===== config.mk =====
export PLATFORM = sky130hd
export DESIGN_NAME = axi_sram_slave
export DESIGN_NICKNAME = d
export VERILOG_FILES = /design/src/rtl/axi_sram_slave.sv
export SDC_FILE = /design/constraint.sdc
export NUM_CORES = 1
export LEC_CHECK = 0
export BUFFER_PORTS_ARGS = -buffer_cell sky130_fd_sc_hd__buf_2
export CORE_ASPECT_RATIO = 1.4
export CORE_MARGIN = 2
export CORE_UTILIZATION = 35
export DETAILED_ROUTE_END_ITERATION = 8
export SLEW_MARGIN = 5
export SYNTH_ARGS = -nofsm -noshare
export SYNTH_HDL_FRONTEND = slang
export SYNTH_SLANG_ARGS = --single-unit

===== constraint.sdc =====
create_clock -name ACLK -period 10.2 [get_ports ACLK]
set_input_delay 0.51 -clock ACLK [delete_from_list [all_inputs] [get_ports ACLK]]
set_output_delay 0.51 -clock ACLK [all_outputs]
set_load 0.02 [all_outputs]

===== src/rtl/axi_sram_slave.sv =====
// AXI slave front-end for one single-port synchronous SRAM macro.
// FIXED/INCR/WRAP bursts, alternating read/write arbitration, SLVERR.
module axi_sram_slave #(
  parameter int DATA_W = 32,
  parameter int ADDR_W = 32,
  parameter int ID_W   = 8,
  parameter int LEN_W  = 4,
  parameter int DEPTH  = 16384
) (
  input  logic                       ACLK,
  input  logic                       ARESET,
  input  logic [ID_W-1:0]            AWID_S,
  input  logic [ADDR_W-1:0]          AWADDR_S,
  input  logic [LEN_W-1:0]           AWLEN_S,
  input  logic [2:0]                 AWSIZE_S,
  input  logic [1:0]                 AWBURST_S,
  input  logic                       AWVALID_S,
  output logic                       AWREADY_S,
  input  logic [DATA_W-1:0]          WDATA_S,
  input  logic [DATA_W/8-1:0]        WSTRB_S,
  input  logic                       WLAST_S,
  input  logic                       WVALID_S,
  output logic                       WREADY_S,
  output logic [ID_W-1:0]            BID_S,
  output logic [1:0]                 BRESP_S,
  output logic                       BVALID_S,
  input  logic                       BREADY_S,
  input  logic [ID_W-1:0]            ARID_S,
  input  logic [ADDR_W-1:0]          ARADDR_S,
  input  logic [LEN_W-1:0]           ARLEN_S,
  input  logic [2:0]                 ARSIZE_S,
  input  logic [1:0]                 ARBURST_S,
  input  logic                       ARVALID_S,
  output logic                       ARREADY_S,
  output logic [ID_W-1:0]            RID_S,
  output logic [DATA_W-1:0]          RDATA_S,
  output logic [1:0]                 RRESP_S,
  output logic                       RLAST_S,
  output logic                       RVALID_S,
  input  logic                       RREADY_S,
  output logic                       CEB,
  output logic                       WEB,
  output logic [DATA_W-1:0]          BWEB,
  output logic [$clog2(DEPTH)-1:0]   A,
  output logic [DATA_W-1:0]          D,
  input  logic [DATA_W-1:0]          Q
);

  localparam int STRB_W = DATA_W / 8;
  localparam int OFF    = $clog2(STRB_W);
  localparam int MA     = $clog2(DEPTH);

  typedef enum logic [1:0] {
    IDLE,
    R_BEAT,
    W_BEAT,
    B_RESP
  } state_t;

  state_t              r_state;
  logic                r_last_wr;
  logic [ID_W-1:0]     r_id;
  logic [ADDR_W-1:0]   r_addr;
  logic [LEN_W-1:0]    r_len;
  logic [2:0]          r_size;
  logic [1:0]          r_burst;
  logic [LEN_W-1:0]    r_cnt;
  logic                r_err;
  logic                r_rerr;

  logic                w_idle;
  logic                w_ar_hs;
  logic                w_aw_hs;
  logic                w_r_hs;
  logic                w_w_hs;
  logic                w_rlast;
  logic                w_wlast_cnt;
  logic [ADDR_W-1:0]   w_s_addr;
  logic [LEN_W-1:0]    w_s_cnt;
  logic [LEN_W-1:0]    w_s_len;
  logic [2:0]          w_s_size;
  logic [1:0]          w_s_burst;
  logic [ADDR_W-1:0]   w_beat_addr;
  logic                w_beat_err;
  logic                w_rd_go;
  logic                w_wr_go;
  logic [DATA_W-1:0]   w_bmask;

  function automatic logic [ADDR_W-1:0] f_addr(
    input logic [ADDR_W-1:0] start,
    input logic [LEN_W-1:0]  cnt,
    input logic [LEN_W-1:0]  len,
    input logic [2:0]        size,
    input logic [1:0]        burst
  );
    logic [ADDR_W-1:0] step;
    logic [ADDR_W-1:0] bound;
    logic [ADDR_W-1:0] incr;
    logic [ADDR_W-1:0] mask;
    step  = ADDR_W'(cnt) << size;
    bound = (ADDR_W'(len) + ADDR_W'(1)) << size;
    incr  = start + step;
    mask  = bound - ADDR_W'(1);
    case (burst)
      2'b00:   f_addr = start;
      2'b10:   f_addr = (start & ~mask) | (incr & mask);
      default: f_addr = incr;
    endcase
  endfunction

  function automatic logic f_err(
    input logic [ADDR_W-1:0] addr,
    input logic [LEN_W-1:0]  len,
    input logic [2:0]        size,
    input logic [1:0]        burst
  );
    logic wrap_ok;
    wrap_ok = (len == LEN_W'(1)) || (len == LEN_W'(3)) ||
              (len == LEN_W'(7)) || (len == LEN_W'(15));
    f_err = ((addr >> OFF) >= ADDR_W'(DEPTH)) ||
            (size > 3'(OFF)) ||
            ((burst == 2'b10) && !wrap_ok) ||
            (burst == 2'b11);
  endfunction

  // Conflicting requests go to the side not served last.
  assign w_idle    = !ARESET && (r_state == IDLE);
  assign ARREADY_S = w_idle && !(AWVALID_S && !r_last_wr);
  assign AWREADY_S = w_idle && !(ARVALID_S && r_last_wr);
  assign w_ar_hs   = ARVALID_S && ARREADY_S;
  assign w_aw_hs   = AWVALID_S && AWREADY_S;

  assign RVALID_S  = !ARESET && (r_state == R_BEAT);
  assign WREADY_S  = !ARESET && (r_state == W_BEAT);
  assign BVALID_S  = !ARESET && (r_state == B_RESP);
  assign w_r_hs    = RVALID_S && RREADY_S;
  assign w_w_hs    = WVALID_S && WREADY_S;
  assign w_rlast   = (r_cnt == r_len);
  assign w_wlast_cnt = (r_cnt == r_len);

  assign RID_S   = RVALID_S ? r_id : '0;
  assign RDATA_S = (RVALID_S && !r_rerr) ? Q : '0;
  assign RRESP_S = (RVALID_S && r_rerr) ? 2'b10 : 2'b00;
  assign RLAST_S = RVALID_S && w_rlast;
  assign BID_S   = BVALID_S ? r_id : '0;
  assign BRESP_S = (BVALID_S && r_err) ? 2'b10 : 2'b00;

  // Beat 0 of a read comes straight from AR; later beats from latches.
  always_comb begin
    w_s_addr  = r_addr;
    w_s_cnt   = r_cnt;
    w_s_len   = r_len;
    w_s_size  = r_size;
    w_s_burst = r_burst;
    if (w_ar_hs) begin
      w_s_addr  = ARADDR_S;
      w_s_cnt   = '0;
      w_s_len   = ARLEN_S;
      w_s_size  = ARSIZE_S;
      w_s_burst = ARBURST_S;
    end else if (r_state == R_BEAT) begin
      w_s_cnt   = r_cnt + LEN_W'(1);
    end
  end

  assign w_beat_addr = f_addr(w_s_addr, w_s_cnt, w_s_len,
                              w_s_size, w_s_burst);
  assign w_beat_err  = f_err(w_beat_addr, w_s_len,
                             w_s_size, w_s_burst);

  assign w_rd_go = (w_ar_hs || (w_r_hs && !w_rlast)) && !w_beat_err;
  assign w_wr_go = w_w_hs && !w_beat_err;

  always_comb begin
    w_bmask = '0;
    for (int i = 0; i < STRB_W; i++) begin
      w_bmask[i*8 +: 8] = {8{WSTRB_S[i]}};
    end
  end

  assign CEB  = !(w_rd_go || w_wr_go);
  assign WEB  = !w_wr_go;
  assign BWEB = w_wr_go ? ~w_bmask : '1;
  assign D    = w_wr_go ? WDATA_S : '0;
  assign A    = (w_rd_go || w_wr_go) ?
                w_beat_addr[OFF+MA-1:OFF] : '0;

  always_ff @(posedge ACLK) begin
    if (ARESET) begin
      r_state   <= IDLE;
      r_last_wr <= 1'b1;
      r_id      <= '0;
      r_addr    <= '0;
      r_len     <= '0;
      r_size    <= '0;
      r_burst   <= '0;
      r_cnt     <= '0;
      r_err     <= 1'b0;
      r_rerr    <= 1'b0;
    end else begin
      unique case (r_state)
        IDLE: begin
          if (w_ar_hs) begin
            r_id      <= ARID_S;
            r_addr    <= ARADDR_S;
            r_len     <= ARLEN_S;
            r_size    <= ARSIZE_S;
            r_burst   <= ARBURST_S;
            r_cnt     <= '0;
            r_rerr    <= w_beat_err;
            r_last_wr <= 1'b0;
            r_state   <= R_BEAT;
          end else if (w_aw_hs) begin
            r_id      <= AWID_S;
            r_addr    <= AWADDR_S;
            r_len     <= AWLEN_S;
            r_size    <= AWSIZE_S;
            r_burst   <= AWBURST_S;
            r_cnt     <= '0;
            r_err     <= 1'b0;
            r_last_wr <= 1'b1;
            r_state   <= W_BEAT;
          end
        end
        R_BEAT: begin
          if (w_r_hs) begin
            if (w_rlast) begin
              r_state <= IDLE;
            end else begin
              r_cnt  <= r_cnt + LEN_W'(1);
              r_rerr <= w_beat_err;
            end
          end
        end
        W_BEAT: begin
          if (w_w_hs) begin
            r_cnt <= r_cnt + LEN_W'(1);
            if (w_beat_err || (WLAST_S != w_wlast_cnt)) begin
              r_err <= 1'b1;
            end
            if (w_wlast_cnt) begin
              r_state <= B_RESP;
            end
          end
        end
        B_RESP: begin
          if (BREADY_S) begin
            r_state <= IDLE;
          end
        end
        default: r_state <= IDLE;
      endcase
    end
  end

endmodule


**Word level (Yosys, flattened, before mapping)**

Cells that the tools add are included.

- Add/subtract/negate cells: 4
- $lt $le $gt $ge: 2
- Equality and inequality tests: 22
- Shift operators: 2
- Mux-type cells: 50
- Bitwise operators: 5
- Reductions and logical operators: 50

Operator list:

| kind | number |
|---|---|
| $mux W32 | 6 |
| $and A32 B32 Y32 | 2 |
| $not A32 Y32 | 2 |
| $pmux W32 S2 | 1 |
| $mux W4 | 10 |
| $add A32 B32 Y32 | 1 |
| $mux W8 | 4 |
| $or A32 B32 Y32 | 1 |
| $shl A4 B3 Y32 | 1 |
| $shl A5 B3 Y32 | 1 |
| $sub A32 B1 Y32 const B | 1 |
| $ge A30 B15 Y1 const B | 1 |
| $mux W2 | 12 |
| $logic_and A1 B1 Y1 | 20 |
| $ne A2 B2 Y1 const B | 9 |
| $mux W14 | 1 |
| $pmux W4 S3 | 1 |
| $logic_not A1 Y1 | 10 |
| $reduce_and A5 Y1 | 2 |
| $logic_or A1 B1 Y1 | 9 |
| $mux W1 | 9 |
| $mux W3 | 3 |
| $eq A2 B2 Y1 const B | 4 |
| $pmux W2 S4 | 1 |
| other kinds (19) | 23 |

- Register bits after elaboration: 58
- Bits of input ports: 174
- Output and inout port bits: 138
- Word-level logic and storage cells: 145

**Longest topological paths before layout**

Gate-level depths: netlist of run 1.

- Word-level depth: 21
- Depth in mapped cells: 37

**Worst setup path after synthesis of run 1**

Ideal clock, no wire load.

- Kind: reg2out
- Start point: register r_state[0]
- End point: output A[11]
- Arrival time: 7744 ps
- Path slack: 1946 ps
- Stages on the path, launching flop included: 34
- Cells stage by stage: dfxtp_1 > inv_1 > ha_1 > nand2b_1 > buf_2 > nor3_4 > buf_4 > buf_2 > clkbuf_1 > buf_1 > clkbuf_1 > clkbuf_1 > clkbuf_1 > nand2_1 > nand2_1 > ha_1 > clkbuf_1 > xor2_1 > a221oi_1 > o32ai_2 > or4_4 > or2_0 > clkbuf_1 > a21oi_1 > ha_1 > o21ai_0 > a2111oi_0 > xnor2_1 > nor2_1 > o211ai_1 > a21oi_1 > or3b_1 > buf_2 > nor4_1

- Longest elaborated chain between the ends: 20

Ends and longest elaborated chain:

| what | line | text |
|---|---|---|
| start, declared | 60 | `state_t r_state;` |
| start signal, assigned | 190 | `r_state <= IDLE;` |
| start signal, assigned | 212 | `r_state <= R_BEAT;` |
| start signal, assigned | 222 | `r_state <= W_BEAT;` |
| $logic_not A2 Y1 | 127 | `assign w_idle = !ARESET && (r_state == IDLE);` |
| $logic_and A1 B1 Y1 | 127 |  |
| $logic_and A1 B1 Y1 | 128 | `assign ARREADY_S = w_idle && !(AWVALID_S && !r_last_wr);` |
| $logic_and A1 B1 Y1 | 130 | `assign w_ar_hs = ARVALID_S && ARREADY_S;` |
| $mux W4 | 155 | `if (w_ar_hs) begin` |
| $add A4 B1 Y5 | 101 | `bound = (ADDR_W'(len) + ADDR_W'(1)) << size;` |
| $shl A5 B3 Y32 | 101 |  |
| $sub A32 B1 Y32 | 103 | `mask = bound - ADDR_W'(1);` |
| [... 4 more ...] | -- |  |
| $ge A30 B15 Y1 | 120 | `f_err = ((addr >> OFF) >= ADDR_W'(DEPTH)) \|\|` |
| $logic_or A1 B1 Y1 | 120 |  |
| $logic_or A1 B1 Y1 | 121 | `(size > 3'(OFF)) \|\|` |
| $logic_or A1 B1 Y1 | 122 | `((burst == 2'b10) && !wrap_ok) \|\|` |
| $logic_not A1 Y1 | 171, 172 |  |
| $logic_and A1 B1 Y1, on equally long branches | 171, 172 |  |
| $logic_or A1 B1 Y1 | 185 | `assign A = (w_rd_go \|\| w_wr_go) ?` |
| $mux W14 (*) | 185 |  |
| end, declared | 44 | `output logic [$clog2(DEPTH)-1:0] A,` |

Every way passes the cells marked *; elsewhere a longest branch is shown, timed or not.

**Worst setup path after layout of run 1**

- Start point: register r_state[1]
- End point: output BWEB[19]

- Longest elaborated chain between the ends: 19

Ends and longest elaborated chain:

| what | line | text |
|---|---|---|
| $logic_not A2 Y1 | 127 |  |
| $logic_and A1 B1 Y1 | 127 |  |
| $logic_and A1 B1 Y1 | 128 |  |
| $logic_and A1 B1 Y1 | 130 |  |
| $mux W4 | 155 |  |
| $add A4 B1 Y5 | 101 |  |
| $shl A5 B3 Y32 | 101 |  |
| $sub A32 B1 Y32 | 103 |  |
| [... 3 more ...] | -- |  |
| $pmux W32 S2 | 104 | `case (burst)` |
| $ge A30 B15 Y1 | 120 |  |
| $logic_or A1 B1 Y1 | 120 |  |
| $logic_or A1 B1 Y1 | 121 |  |
| $logic_or A1 B1 Y1 | 122 |  |
| $logic_not A1 Y1 | 172 | `assign w_wr_go = w_w_hs && !w_beat_err;` |
| $logic_and A1 B1 Y1 (*) | 172 |  |
| $mux W32 (*) | 183 | `assign BWEB = w_wr_go ? ~w_bmask : '1;` |
| end, declared | 43 | `output logic [DATA_W-1:0] BWEB,` |

Marked as above.

==> results.toml, run 1 <==
[clocking]
path_clk_slew_ps = 50
cts-hold-fix-buffers = 0
cts.sinks = 58
clk_latency_ps = 340
ctsRootBufferMaster = "clkbuf_16"
numCtsBuffers = 9
clk_path_buf_depth = 2
post_cts_buffers = 0
cts_tree = "yes"
cts_resized = 0
ctsHtreeMaxLevel = 3

[timing]
relSlewSlack_pct = 18.03
fin_ws_ps = 1262
post-route-min-period_ps = 8938
hold_viol = 0
tightest_slew_ps = 1220
max_freq_mhz = 111.9
fin_crit_sh_pct = 87.63
clock_skew_ps = 7.342
slew_violations = 0
finalSetupViolCount = 0
setup_tns_ps = 0
rsz0062_at_grt = "false"

[logic_synthesis]
synth-xor-area-share_pct = 4.613
ys_seq_area_share_pct = 16.99
synth_compound_area_share_pct = 23.98
synth_commonest_cells = "nand2_1, and2_1, nor2_1"
synthMuxAreaShare_pct = 6.700
synth.area.top_cells = "dfxtp_1, nand2_1, and2_1"
synth_top_cell_by_area = "dfxtp_1"
synthDistinctLibCells = 78
avgSynthCellArea_um2 = 6.883
synth-edff-count = 0
ys_seq_elements = 58
async_reset_ff_share_pct = 0
synth_top_family_by_area = "simple AND/OR/NAND/NOR gates"
synth_most_common_cell = "nand2_1"
synthSimpleGateAreaFrac_pct = 35.27
yosysWarningCount = 0
syn_inst = 993
synthAdderAreaFrac_pct = 3.478
netlist.area_leader.share_pct = 16.99
synth_ff_type = "dfxtp_1"
syn_area_mm2 = 0.006835

[setup_path]
startpoint_type = "flop"
path_class = "flop to primary output"
crit_path_max_fanout = 42
crit_arrival_ps = 8430
cp.required_ps = 9690
worstSetupEndpointType = "primary output"

[detailed_routing]
num_vias = 8180
via_per_inst = 5.546
wl_um = 27760
drc_errors = 0
antenna_left = 0
routedWlPerCell_um = 18.82
first_iter_violations = 603
dr.pass1.iters = 7

[placed_design]
io_buffers = 309
place_ws_ps = 1762
gp_congestion = 0.9803
dp_hpwl_um = 21810
place_inst = 1461

[power_and_ir_drop]
total_power_mw = 1.290
vdd_drop_max_v = 0.00007665
p_leak_nw = 3.786
powerDensity_mw_per_mm2 = 151.3

[floorplan]
rows = 60
start_util_pct = 35.57
die_h_um = 169.4
core_mm2 = 0.01922
dieArea_mm2 = 0.02068
fp.dieW_um = 122.1
pin_count = 312

[layout]
drive_gt1_share_pct = 30.48
nets = 1417
instances_no_fill = 1475
antenna_cells = 0
final-seq-area_mm2 = 0.001161
nFillCells = 2100
multi_input_area_mm2 = 0.005080
syn_to_final_growth_pct = 24.69

[flow_run]
max_cap_viol_count = 0

[global_route]
gr-total-overflow = 0
grt_usage_pct = 25.73
antenna_found_initial = 0
grt_pass1_vias = 7611
grt_max_degree = 66
grt_pass1_wl_um = 41480

[hold_path]
min_path_type = "primary input to flop"

[status]
status = "complete, no violations"
report_power, final:
group | switching [mW] | total (mW) | internal, mW
clock | 0.108 | 0.275 | 0.167
combinational | 0.452 | 0.701 | 0.249
sequential | 0.0486 | 0.315 | 0.266
total | 0.608 | 1.29 | 0.682
critical path, stage by stage (launching register included):
cell	delay (ps)
dfxtp_1	350
inv_1	110
ha_1	310
nor2b_1	760
nand3_4	610
nand2_1	210
nand2_1	120
ha_1	320
and3b_1	220
o21ai_0	160
a32oi_1	310
nor3_1	230
a31oi_1	180
or4_4	670
or2_0	330
a21oi_1	170
ha_1	160
o21ai_0	90
a2111oi_0	540
xnor2_1	110
nor2_1	110
o211ai_1	100
a21oi_1	210
nand2_1	120
nor4_4	950
nand2_1	350
buf_2	270
stage by stage:
| stage | instance area [um^2] | util (%) | hold WS [ps] |
|---|---|---|---|
| 2_1_floorplan | 6839 | - | 435.7 |
| 6_report | 8523 | 44.35 | 430.6 |
| 5_1_grt | 8523 | 44.35 | 437.5 |
| 4_1_cts | 8521 | 44.34 | 428.2 |
| 3_3_place_gp | 8260 | 42.98 | 444.0 |
| 3_5_place_dp | 8260 | 42.98 | 450.3 |
final timing paths:
kind	startpoint	end	slack (ps)	cells after the start
max	r_state[1]	BWEB[19]	1260	26
min	AWADDR_S[28]	r_addr[28]	430	3
max reg2reg	r_state[1]	r_rerr	2530	24
min reg2reg	r_addr[30]	r_addr[30]	450	2
cells in the final DEF, fill, tap and decap left out, drive strengths merged, types with 29 or more instances in the layout:
master / synthesis / routed
a21oi: 55 / 55
a31oi: 37 / 37
and2: 87 / 87
buf: 50 / 319
dfxtp: 58 / 58
mux2i: 39 / 39
nand2: 147 / 147
nand3: 29 / 29
nor2: 84 / 84
o21ai: 42 / 42
layer usage:
layer | part of all wire (%) | track usage (%) | up-vias
met4 | 4.9 | 13.19 | 0
met1 | 40 | 30.75 | 3791
met5 | 0 | 0 | -
met3 | 5.7 | 4.167 | 69
li1 | - | - | 3979
met2 | 50 | 43.94 | 341
state kept, by name, indices dropped and copies added (netlist names):
signal	count
r_len	4
r_cnt	4
r_err	1
r_id	8
r_rerr	1
r_size	3
r_last_wr	1
r_state	2
r_addr	32
r_burst	2
kinds of logic after synthesis:
| logic type | after synthesis |
|---|---|
| flops | 58 |
| compound gates | 244 |
| fa+ha+maj | 19 |
| mux | 45 |
| simple gates | 466 |
| other cells | 1 |
| buf+inv | 124 |
| xor+xnor | 36 |
cell type report:
class / instances / share of cell area, %
Multi-Input combinational cell: 812 / 59.60
Timing Repair Buffer: 319 / 19.03
Sequential cell: 58 / 13.62
Tap cell: 248 / 3.641
Clock buffer: 11 / 2.848
Inverter: 24 / 1.057
Clock inverter: 3 / 0.2055
No activity file was read; power rests on OpenSTA's default activity.
==> run 2: changes to the inputs <==
- CORE_UTILIZATION: 35 -> 49
- PLACE_DENSITY: unset -> 0.83
==> run 2 against run 1 <==
Non-clock buffer count stayed put. First-iteration DRC count is 22% higher. Global-route usage is 6.7 points higher. Combinational power is 1% lower. Register-to-register slack better by 120 ps. Power is 0.43% lower. Setup slack better by 270 ps. Clock power hardly changed. Routed wire length is 7.1% lower. Final cell count is 4.2% lower. Utilization is 17 points higher. Clock skew is 0.50 ps higher. Largest power group unchanged.
==> results.toml, run 2 (synthesized netlist as in run 1, its figures left out) <==
[placed_design]
io_buffers = 309
gp_congestion = 1.077
dp_hpwl_um = 19910
place_ws_ps = 2182

[timing]
fin_crit_sh_pct = 85.01
finalSetupViolCount = 0
hold_viol = 0
max_freq_mhz = 115.3
fin_ws_ps = 1529
relSlewSlack_pct = 29.86
setup_tns_ps = 0
tightest_slew_ps = 1023
post-route-min-period_ps = 8671
slew_violations = 0
rsz0062_at_grt = "false"
clock_skew_ps = 7.846

[layout]
layout_commonest_cell = "buf_2"
fin_util_pct = 61.27
nets = 1417
final-seq-area_mm2 = 0.001161
nFillCells = 1310
syn_to_final_growth_pct = 23.54
regMostFlops = "r_addr"
multi_input_area_mm2 = 0.005080
largest_reg_flops = 32
top_regs = "r_addr (32), r_id (8)"
drive_gt1_share_pct = 30.62
antenna_cells = 0
final_cell_mix = "buf_2, nand2_1, and2_1"

[global_route]
grt_pass1_vias = 7626
gr-total-overflow = 0
grt_max_degree = 64
antenna_found_initial = 0
grt_pass1_wl_um = 39100
grt_usage_pct = 32.42

[flow_run]
max_cap_viol_count = 0

[setup_path]
path_class = "flop to primary output"
crit_top_cell = "ha_1"
cpMaxStageDelayCell = "or3b_1"
path_buf_inv = 2
startpoint_type = "flop"
cp_top_family = "simple AND/OR/NAND/NOR gates"
crit_start = "r_state[1]"
cp.required_ps = 9690
crit_arrival_ps = 8160
reg2reg_from = "r_state[1]"
crit_path_max_fanout = 40
worstSetupEndpointType = "primary output"
crit_path_max_incr_delay_ps = 770

[floorplan]
start_util_pct = 49.59
core_mm2 = 0.01378
dieArea_mm2 = 0.01492
rows = 51
fp.dieW_um = 103.8
pin_count = 312
die_h_um = 143.7

[clocking]
numCtsBuffers = 9
path_clk_slew_ps = 50
post_cts_buffers = 0
cts_tree = "yes"
cts_resized = 0
cts-hold-fix-buffers = 0
clk_path_buf_depth = 2
clk_latency_ps = 340
ctsHtreeMaxLevel = 3
ctsRootBufferMaster = "clkbuf_16"
cts.sinks = 58

[hold_path]
min_path_type = "primary input to flop"
hold_start = "AWADDR_S[10]"

[detailed_routing]
num_vias = 8326
first_iter_violations = 736
wl_um = 25800
dr.pass1.iters = 6
drc_errors = 0
routedWlPerCell_um = 18.26
antenna_left = 0
via_per_inst = 5.892

[power_and_ir_drop]
p_int_mw = 0.6747
total_power_mw = 1.284
vdd_drop_max_v = 0.0001036
p_sw_share_pct = 47.47
power.share.sequential_pct = 24.7
powerDensity_mw_per_mm2 = 152.1
pwr-share-comb_pct = 54.0
switching_power_mw = 0.6097
p_leak_nw = 3.786
pwr-share-clk_pct = 21.3

[status]
status = "complete, no violations"
run 2: final cells by class:
class	instances	share of cell area, %
multi-input cells	812	60.16
well taps	185	2.741
inverters	24	1.067
clock inverters	6	0.4149
repair buffers	319	19.20
flip-flops and latches	58	13.75
clock buffers	9	2.667
run 2: worst reg2reg max path, delay by kind of cell, from the launching register on:
kind	cells	cell delay [ps]
buffers and inverters	1	90
DFF	1	350
xor gates and xnor gates	1	120
adders and majority gates	3	770
and+or+nand+nor	10	3950
AOI/OAI and AO/OA	9	2160
run 2: stage by stage:
| stage | hold slack [ps] | instances | cell area [um^2] |
|---|---|---|---|
| after floorplan | 435.7 | 994 | 6839 |
| after global placement | 447.8 | 1398 | 8182 |
| after detailed placement | 469.8 | 1398 | 8182 |
| after CTS | 438.9 | 1413 | 8442 |
| after global routing | 463.2 | 1413 | 8444 |
| final | 437.4 | 1413 | 8444 |
run 2: power by group through the flow:
stage	clock (mW)	combinational [mW]	sequential, mW
after floorplan	0	0.507	0.292
after detailed placement	0	0.673	0.317
final	0.273	0.694	0.317
after CTS	0.273	0.678	0.314
after global placement	0	0.668	0.316
after global routing	0.284	0.751	0.320
run 2: path summary, 6_finish.rpt:
| check | cells past startpoint | end | slack, ps |
|---|---|---|---|
| max | 25 | A[6] | 1530 |
| min reg2reg | 2 | r_addr[30] | 470 |
| max reg2reg | 24 | r_rerr | 2650 |
| min | 3 | r_addr[10] | 440 |
run 2: layer usage:
layer / vias to the layer above / track usage (%) / wire, um
met5: - / 0 / 0
met4: 0 / 19.27 / 1529
met3: 104 / 5.351 / 2053
met2: 465 / 54.29 / 12230
met1: 3767 / 39.19 / 9986
li1: 3990 / - / -
==> run 3: changes to the inputs <==
- REMOVE_ABC_BUFFERS: unset -> 1
==> run 3 against run 2 <==
Critical path depth shrank 3. Count of clock-buffer cells in the layout is the same. Critical path type unchanged. Utilization grew 0.091 points. Worst hold slack lost 1.3 ps. Power is essentially flat. Sequential power shrank 2%. Highest routed layer unchanged. Combinational power shrank 2%. Die area is the same.
==> results.toml, run 3 (synthesized netlist as in run 1, its figures left out) <==
[placed_design]
placed_area_mm2 = 0.008174
dp_hpwl_um = 18790
gp_congestion = 0.9484
io_buffers = 309

[clocking]
cts_tree = "yes"
cts-hold-fix-buffers = 0
post_cts_buffers = 0
path_clk_slew_ps = 60
clk_latency_ps = 340
numCtsBuffers = 9
cts_resized = 0
ctsHtreeMaxLevel = 3
ctsRootBufferMaster = "clkbuf_16"
clk_path_buf_depth = 2
cts.sinks = 58

[floorplan]
dieArea_mm2 = 0.01492
core_mm2 = 0.01378
die_h_um = 143.7
start_util_pct = 49.59
pin_count = 312
rows = 51
fp.dieW_um = 103.8

[timing]
post-route-min-period_ps = 8395
max_freq_mhz = 119.1
fin_crit_sh_pct = 82.30
clock_skew_ps = 6.069
tightest_slew_ps = 1058
slew_violations = 0
hold_viol = 0
setup_tns_ps = 0
rsz0062_at_grt = "false"
finalSetupViolCount = 0
relSlewSlack_pct = 27.44

[setup_path]
timing.rr.end = "r_err"
worstSetupEndpointType = "primary output"
crit_arrival_ps = 7880
crit_start = "r_state[0]"
crit_path_max_fanout = 55
path_buf_inv = 4
ff2ff_setup_slack_ps = 2990
crit_path_max_incr_delay_ps = 750
reg2reg_from = "r_state[0]"
worstPathCellList = "inv_1 > ha_1 > nor2b_1 > nand3_4 > buf_4 > nand3_1 > nor2_1 > a31oi_1 > nor2_1 > ha_1 > nand4_1 > or4_4 > a21boi_2 > o21ai_1 > nor4_1 > o22ai_1 > o31ai_1 > nand3_1 > nor4_4 > buf_4 > and2_1 > buf_2"
path_depth = 22
endpoint = "D[21]"
cp_top_family = "simple AND/OR/NAND/NOR gates"
cp.required_ps = 9690
cpMaxStageDelayCell = "nand3_1"
path_class = "flop to primary output"
reg2reg_depth = 24
startpoint_type = "flop"

[hold_path]
min_path_type = "primary input to flop"

[layout]
syn_to_final_growth_pct = 23.72
fin_area_mm2 = 0.008457
nFillCells = 1378
layout_commonest_cell = "buf_2"
regMostFlops = "r_addr"
antenna_cells = 0
nets = 1416
final_cell_mix = "buf_2, nand2_1, and2_1"
fin_util_pct = 61.36
drive_gt1_share_pct = 30.62
largest_reg_flops = 32
top_regs = "r_addr (32), r_id (8)"

[power_and_ir_drop]
p_leak_nw = 3.786
powerDensity_mw_per_mm2 = 151.9
vdd_drop_max_v = 0.00009875

[detailed_routing]
routedWlPerCell_um = 17.55
wl_um = 24790
num_vias = 8324
first_iter_violations = 815
drc_errors = 0
via_per_inst = 5.891
antenna_left = 0
dr.pass1.iters = 8

[global_route]
grt_pass1_wl_um = 38410
grt_pass1_vias = 7575
grt_max_degree = 65
antenna_found_initial = 0
grt_usage_pct = 31.25
gr-total-overflow = 0

[status]
status = "complete, no violations"

[flow_run]
max_cap_viol_count = 0
## run 3: tightest hold or removal path, cell delays in order
cell     delay (ps)
buf_2            90
nand2_1          40
a31oi_1          60
## run 3: how the worst min path moves through the flow
stage	start	endpoint	slack [ps]	cells after the start
2_1_floorplan	r_addr[30]	r_addr[30]	430	2
3_3_place_gp	r_addr[30]	r_addr[30]	440	2
3_5_place_dp	r_addr[30]	r_addr[30]	450	2
4_1_cts	AWADDR_S[10]	r_addr[10]	430	3
5_1_grt	AWADDR_S[10]	r_addr[10]	450	3
6_report	AWADDR_S[28]	r_addr[28]	440	3
## run 3: report_power, final
part / switching [mW] / internal (mW)
Combinational: 0.438 / 0.245
Sequential: 0.0462 / 0.266
Clock: 0.124 / 0.166
Total: 0.608 / 0.677
## run 3: final cells by class
class,count,area [um^2],area share (%)
Inverter,24,90.09,1.065
Tap cell,185,231.5,2.737
Timing Repair Buffer,318,1614,19.09
Multi-Input combinational cell,812,5080,60.07
Clock buffer,9,225.2,2.663
Clock inverter,7,55.05,0.6510
Sequential cell,58,1161,13.73
## run 3: metal layers
layer / vias to the layer above / track usage, % / wire (um)
li1: 3985 / - / -
met1: 3854 / 37.44 / 9969
met4: 0 / 12.52 / 807
met3: 68 / 4.308 / 1599
met2: 417 / 56.34 / 12420
met5: - / 0 / 0
## run 3: through the flow
stage                     std cells  power (mW)  hold WS, ps  setup slack [ps]
after global placement         1397      0.9718        441.3              2647
final                          1413       1.285        436.0              1805
after global routing           1413       1.358        449.3              1287
after CTS                      1413       1.267        432.8              2042
after detailed placement       1397      0.9758        446.1              2463
after floorplan                 894      0.7687        429.6              1583
